===== src/rtl/uart_cmd_framer.sv =====
// Command framer behind the UART receiver: hunts SYNC, assembles {HI,LO},
// validates an XOR checksum and hands one command at a time to the consumer.
module uart_cmd_framer #(
    parameter logic [7:0] SYNC       = 8'hA5,
    parameter int         TMO_CYCLES = 131072
) (
    input  logic        clk,
    input  logic        rst,
    input  logic [7:0]  rx_data,
    input  logic        rx_rdy,
    output logic        clr_rdy,
    input  logic        clr_cmd_rdy,
    output logic [15:0] cmd,
    output logic        cmd_rdy,
    output logic        chk_err,
    output logic        tmo_err,
    output logic        ovr_err
);

    localparam int            CW       = $clog2(TMO_CYCLES);
    localparam logic [CW-1:0] TMO_LAST = CW'(TMO_CYCLES - 1);

    typedef enum logic [1:0] {IDLE, GET_HI, GET_LO, GET_CHK} state_t;

    state_t        state, state_d;
    logic [CW-1:0] tmo_cnt;
    logic [7:0]    hi_reg, lo_reg;
    logic          hi_ld, lo_ld, frame_ok, frame_bad, tmo_fire;

    // The receiver drops rdy on the next edge, so acking every rdy cycle is safe.
    assign clr_rdy = rx_rdy & ~rst;

    always_ff @(posedge clk) begin
        if (rst) state <= IDLE;
        else     state <= state_d;
    end

    always_comb begin
        state_d   = state;
        hi_ld     = 1'b0;
        lo_ld     = 1'b0;
        frame_ok  = 1'b0;
        frame_bad = 1'b0;
        tmo_fire  = 1'b0;
        case (state)
            IDLE: begin
                if (rx_rdy && rx_data == SYNC) state_d = GET_HI;
            end
            GET_HI: begin
                if (rx_rdy) begin
                    hi_ld   = 1'b1;
                    state_d = GET_LO;
                end
            end
            GET_LO: begin
                if (rx_rdy) begin
                    lo_ld   = 1'b1;
                    state_d = GET_CHK;
                end
            end
            GET_CHK: begin
                if (rx_rdy) begin
                    state_d   = IDLE;
                    frame_ok  = (rx_data == (hi_reg ^ lo_reg));
                    frame_bad = ~frame_ok;
                end
            end
            default: state_d = IDLE;
        endcase
        // An accepted byte in the expiry cycle wins over the timeout.
        if (state != IDLE && !rx_rdy && tmo_cnt == TMO_LAST) begin
            tmo_fire = 1'b1;
            state_d  = IDLE;
        end
    end

    always_ff @(posedge clk) begin
        if (rst) begin
            tmo_cnt <= '0;
            hi_reg  <= '0;
            lo_reg  <= '0;
            cmd     <= '0;
            cmd_rdy <= 1'b0;
            chk_err <= 1'b0;
            tmo_err <= 1'b0;
            ovr_err <= 1'b0;
        end else begin
            if (state == IDLE || rx_rdy || tmo_fire) tmo_cnt <= '0;
            else                                     tmo_cnt <= tmo_cnt + CW'(1);
            if (hi_ld) hi_reg <= rx_data;
            if (lo_ld) lo_reg <= rx_data;
            chk_err <= frame_bad;
            tmo_err <= tmo_fire;
            ovr_err <= frame_ok & cmd_rdy & ~clr_cmd_rdy;
            // Set beats clear; cmd itself is only replaced by a newer valid frame.
            if (frame_ok) begin
                cmd     <= {hi_reg, lo_reg};
                cmd_rdy <= 1'b1;
            end else if (clr_cmd_rdy) begin
                cmd_rdy <= 1'b0;
            end
        end
    end

endmodule


===== config.mk =====
export PLATFORM = sky130hd
export DESIGN_NAME = uart_cmd_framer
export DESIGN_NICKNAME = d
export VERILOG_FILES = /design/src/rtl/uart_cmd_framer.sv
export SDC_FILE = /design/constraint.sdc
export NUM_CORES = 1
export LEC_CHECK = 0
export BUFFER_PORTS_ARGS = -buffer_cell sky130_fd_sc_hd__buf_2
export CAP_MARGIN = 20
export CORE_ASPECT_RATIO = 1.1
export CORE_MARGIN = 8
export CORE_UTILIZATION = 30
export DETAILED_ROUTE_END_ITERATION = 7
export PLACE_DENSITY = 0.56
export SETUP_SLACK_MARGIN = 0.2
export SLEW_MARGIN = 40
export SYNTH_ARGS = -nofsm -noshare
export SYNTH_HDL_FRONTEND = slang
export SYNTH_SLANG_ARGS = --single-unit

===== constraint.sdc =====
create_clock -name clk -period 3 [get_ports clk]
set_input_delay 0.15 -clock clk [delete_from_list [all_inputs] [get_ports clk]]
set_output_delay 0.15 -clock clk [all_outputs]
set_load 0.05 [all_outputs]

### Word level (Yosys, flattened, before mapping)

Cells that the tools add are included.

| word-level totals | value |
|---|---|
| flip-flop bits (word level) | 55 |
| bits of input ports | 12 |
| output and inout bits | 21 |
| logic and storage cells | 55 |

| operators by class | value |
|---|---|
| add/sub/neg operators | 1 |
| equality and inequality tests | 10 |
| muxes and demuxes | 13 |
| bitwise logic cells | 9 |
| reductions and logical operators | 13 |

Operators by type and width:

| kind | number |
|---|---|
| adder 17 x 1 -> 17 bit, second input constant | 1 |
| == test 17 bit, second input constant | 1 |
| == test 8 bit | 1 |
| == test 8 bit, second input constant | 1 |
| two-way mux 1 bit | 8 |
| two-way mux 2 bit | 4 |
| != test 2 bit, second input constant | 4 |
| one-hot mux 2 bit (4 select lines) | 1 |
| bitwise XOR 8 bit | 1 |
| NOT 1 bit | 5 |
| == test 2 bit, second input constant | 2 |
| AND reduction 4 bit | 1 |
| nonzero test 2 bit | 2 |
| OR reduction 2 bit | 2 |
| AND 1 bit | 3 |
| logical AND 1 bit | 3 |
| OR reduction 3 bit | 1 |
| == test 2 x 1 -> 1 bit, second input constant | 1 |
| logical NOT 2 bit | 1 |
| logical OR 1 bit | 2 |
| logical NOT 1 bit | 1 |

### Longest topological paths before layout

| logic depth | value |
|---|---|
| depth in word-level cells | 6 |
| mapped depth | 9 |
| depth with buffers taken out | 8 |

### Worst setup path before layout

Ideal clock, no wire load.

| timing | value |
|---|---|
| kind | flip-flop to flip-flop |
| start | register tmo_cnt[0] |
| end | register tmo_cnt[10] |
| setup time | 0.065 ns |
| arrival | 2.136 ns |
| required time | 2.935 ns |
| slack | 0.799 ns |
| cell stages (with the launch flop) | 10 |
| buffers on the path | 2 |
| period minus slack after synthesis | 2.201 ns |
| cell sequence | dfxtp_1 ha_1 and4_1 nand4_1 nor3_1 ha_1 or4_1 clkbuf_1 clkbuf_1 nor2_1 |

| between the ends | value |
|---|---|
| cells in the longest elaborated chain, start to end | 5 |
| elaborated cells between the ends (all ways) | 6 |
| classes of those cells | 1 x add/sub; 1 x eq/ne; 1 x mux; 3 x reduce/logical |

Ends and longest elaborated chain:

| item | RTL line | text |
|---|---|---|
| start: declaration | 26 | `logic [CW-1:0] tmo_cnt;` |
| start signal: assignment | 89 | `else tmo_cnt <= tmo_cnt + CW'(1);` |
| branches (longest 5 deep; another with adder 17 x 1 -> 17 bit) | -- |  |

Parallel ways; which one is timed is not known.
A chain may end at the register's enable or synchronous reset.

### Worst setup path in the final report

| timing | value |
|---|---|
| start | register tmo_cnt[0] |
| end | register tmo_cnt[14] |

The elaborated chain is that of the path after synthesis.

==> reports/qor.yml <==
status: "complete, no violations"
synth_cells: 271
yosysTopAreaCellShare_pct: 43.03
synth_top_area_cell: "dfxtp_1"
total_power_mw: 1.353
syn2layout_area_growth_pct: 13.69
htreeDepth: 2
crit-reg2reg-launch: "tmo_cnt[0]"
drc: 0
rows: 35
core_area_sq_um: 8320
cts_buffer_depth: 2
synth_nets: 289
root_buffer: "clkbuf_8"
maxSlewViolCount: 0
maxCapViolations: 0
worstMarginPinSlew_ns: 0.5526
cts_tree: "built"
stdcell_count: 410
clkTransAtPathRegs_ns: 0.11
utilization_pct: 34.96
place_congestion: 0.7533
place_ws_ns: 0.6063
clock_sinks: 55
grt_pass1_vias: 1911
drtIter0Drc: 70
worst_setup_path_end_kind: "flip-flop"
portBuffers: 32
cp-start-kind: "flip-flop"
hold_buffers: 0
layout_min_cycle_time_ns: 2.386
cts_inserted_buffers: 5
via_per_inst: 4.624
dieArea_sq_um: 11740
max_slew_margin_pct: 63.16
synth_ff_type: "dfxtp_1"
required_ns: 3.23
arrival_ns: 2.62
wl_mm: 5.126
worst_slack_ns: 0.6143
skew_ns: 0.01363
overflow: 0
whs_endpoint: "lo_reg[2]"
final_cell_area_sq_um: 2909
reg2reg_depth: 7
yosys_warnings: 0
ctsResizeCount: 0
multi_input_area_sq_um: 1375
powerDensity_nw_per_um2: 465.2
dp.final_hpwl_mm: 3.668
yosysSeqAreaShare_pct: 43.03
async_flop_share_pct: 0
clkLatencyLatePin_ns: 0.31
synth_edf_count: 0
hp-class: "input port to flip-flop"
postCtsSetupBuffers: 0
post_drt_wl_per_cell_um: 12.50
place_area_sq_um: 2813
fill_cells: 871
rsz0062_at_grt: "no"
synth_area_leaders: "dfxtp_1 (43%), nand2b_1 (7.3%), mux2i_1 (6.3%)"
fin_nets: 316
dp_cells: 402
via_count: 1896
synthDistinctLibCells: 37
worstHoldPathCells: 3
grt_pass1_wl_mm: 9.232
synth_seq_cells: 55
regToRegSetupSlack_ns: 0.61
largest_reg_flops: 17
syn_avg_cell_area_sq_um: 9.442
die_y_um: 112.9
start_util_pct: 30.75
hp-start: "rx_data[2]"
largestRegisters: "tmo_cnt (17), cmd (16)"
r2r-end: "tmo_cnt[14]"
worst_hold_slack_ns: 0.1172
ant_nets: 0
seqCellArea_sq_um: 1101
fmax_mhz: 419.2
vdd_drop_max_v: 0.0002430
antenna_found_initial: 0
regMostFlops: "tmo_cnt"
tns_ns: 0
cp_max_fo: 17
track_usage_pct: 9.274
io_pins: 33
post-route-period-util_pct: 79.52
drive_gt1_share_pct: 16.72
setup_viol: 0
syn_area_sq_um: 2559
hold_viol_final: 0
path_class: "flip-flop to flip-flop"
diodes: 0
p_leak_nw: 1.038
drt_pass1_iterations: 4
dieWidth_um: 104.1
grt_max_degree: 36
[layer usage]
metal	wire length, um	track usage [%]	up-vias
met5	0	0	-
met3	234	2.558	4
met2	2270	14.77	31
met1	2577	11.99	875
li1	-	-	986
met4	44	2.609	0
[layout by cell type (no fill, tap or decap), types with 5 or more instances in the layout]
cell / count
mux2i_1: 16
nand3_1: 22
a21oi_1: 22
nand2_1: 27
dfxtp_1: 55
xor2_1: 5
nor2_1: 16
buf_2: 32
nand2b_1: 30
ha_1: 6
inv_1: 6
clkbuf_8: 5
[cell families after synthesis]
| logic type | after synthesis | share of synthesized area [%] |
|---|---|---|
| flops | 55 | 43.03 |
| xor+xnor | 17 | 10.32 |
| simple gates | 124 | 26.94 |
| fa+ha+maj | 6 | 2.934 |
| compound gates | 33 | 7.287 |
| buf+inv | 20 | 3.227 |
| mux | 16 | 6.259 |
[power by group]
group | total [mW] | internal, mW | switching [mW]
sequential | 0.758 | 0.746 | 0.0128
combinational | 0.161 | 0.0676 | 0.0933
clock | 0.434 | 0.172 | 0.262
total | 1.35 | 0.985 | 0.368
[area by class of cell]
class,count,share of cell area [%]
Sequential cell,55,37.85
Timing Repair Buffer,34,6.022
Tap cell,111,4.774
Inverter,6,0.7742
Multi-Input combinational cell,196,47.27
Clock buffer,5,2.366
Clock inverter,3,0.9462
[worst max-delay path by stage]
stage	startpoint	to	cells after the start
floorplan	tmo_cnt[0]	tmo_cnt[10]	9
global placement	tmo_cnt[0]	tmo_cnt[14]	7
detailed placement	tmo_cnt[0]	tmo_cnt[14]	7
CTS	tmo_cnt[0]	tmo_cnt[14]	7
global route	tmo_cnt[0]	tmo_cnt[14]	7
finish	tmo_cnt[0]	tmo_cnt[14]	7
[synth_stat cells, drive strengths merged (4+ instances only)]
cell type  count
a21oi         22
and4           4
clkbuf        13
dfxtp         55
ha             6
inv            6
mux2i         16
nand2         27
nand2b        30
nand3         22
nand4          4
nor2          16
nor3           4
xnor2          4
xnor3          8
xor2           5
[critical path: stages (launching register included)]
cell	delay, ns
dfxtp_1	0.35
ha_1	0.24
and4_1	0.25
nand4_1	0.17
nor3_1	0.08
ha_1	0.20
or4_1	0.81
a21oi_1	0.23
(Power assumes the default switching activity.)
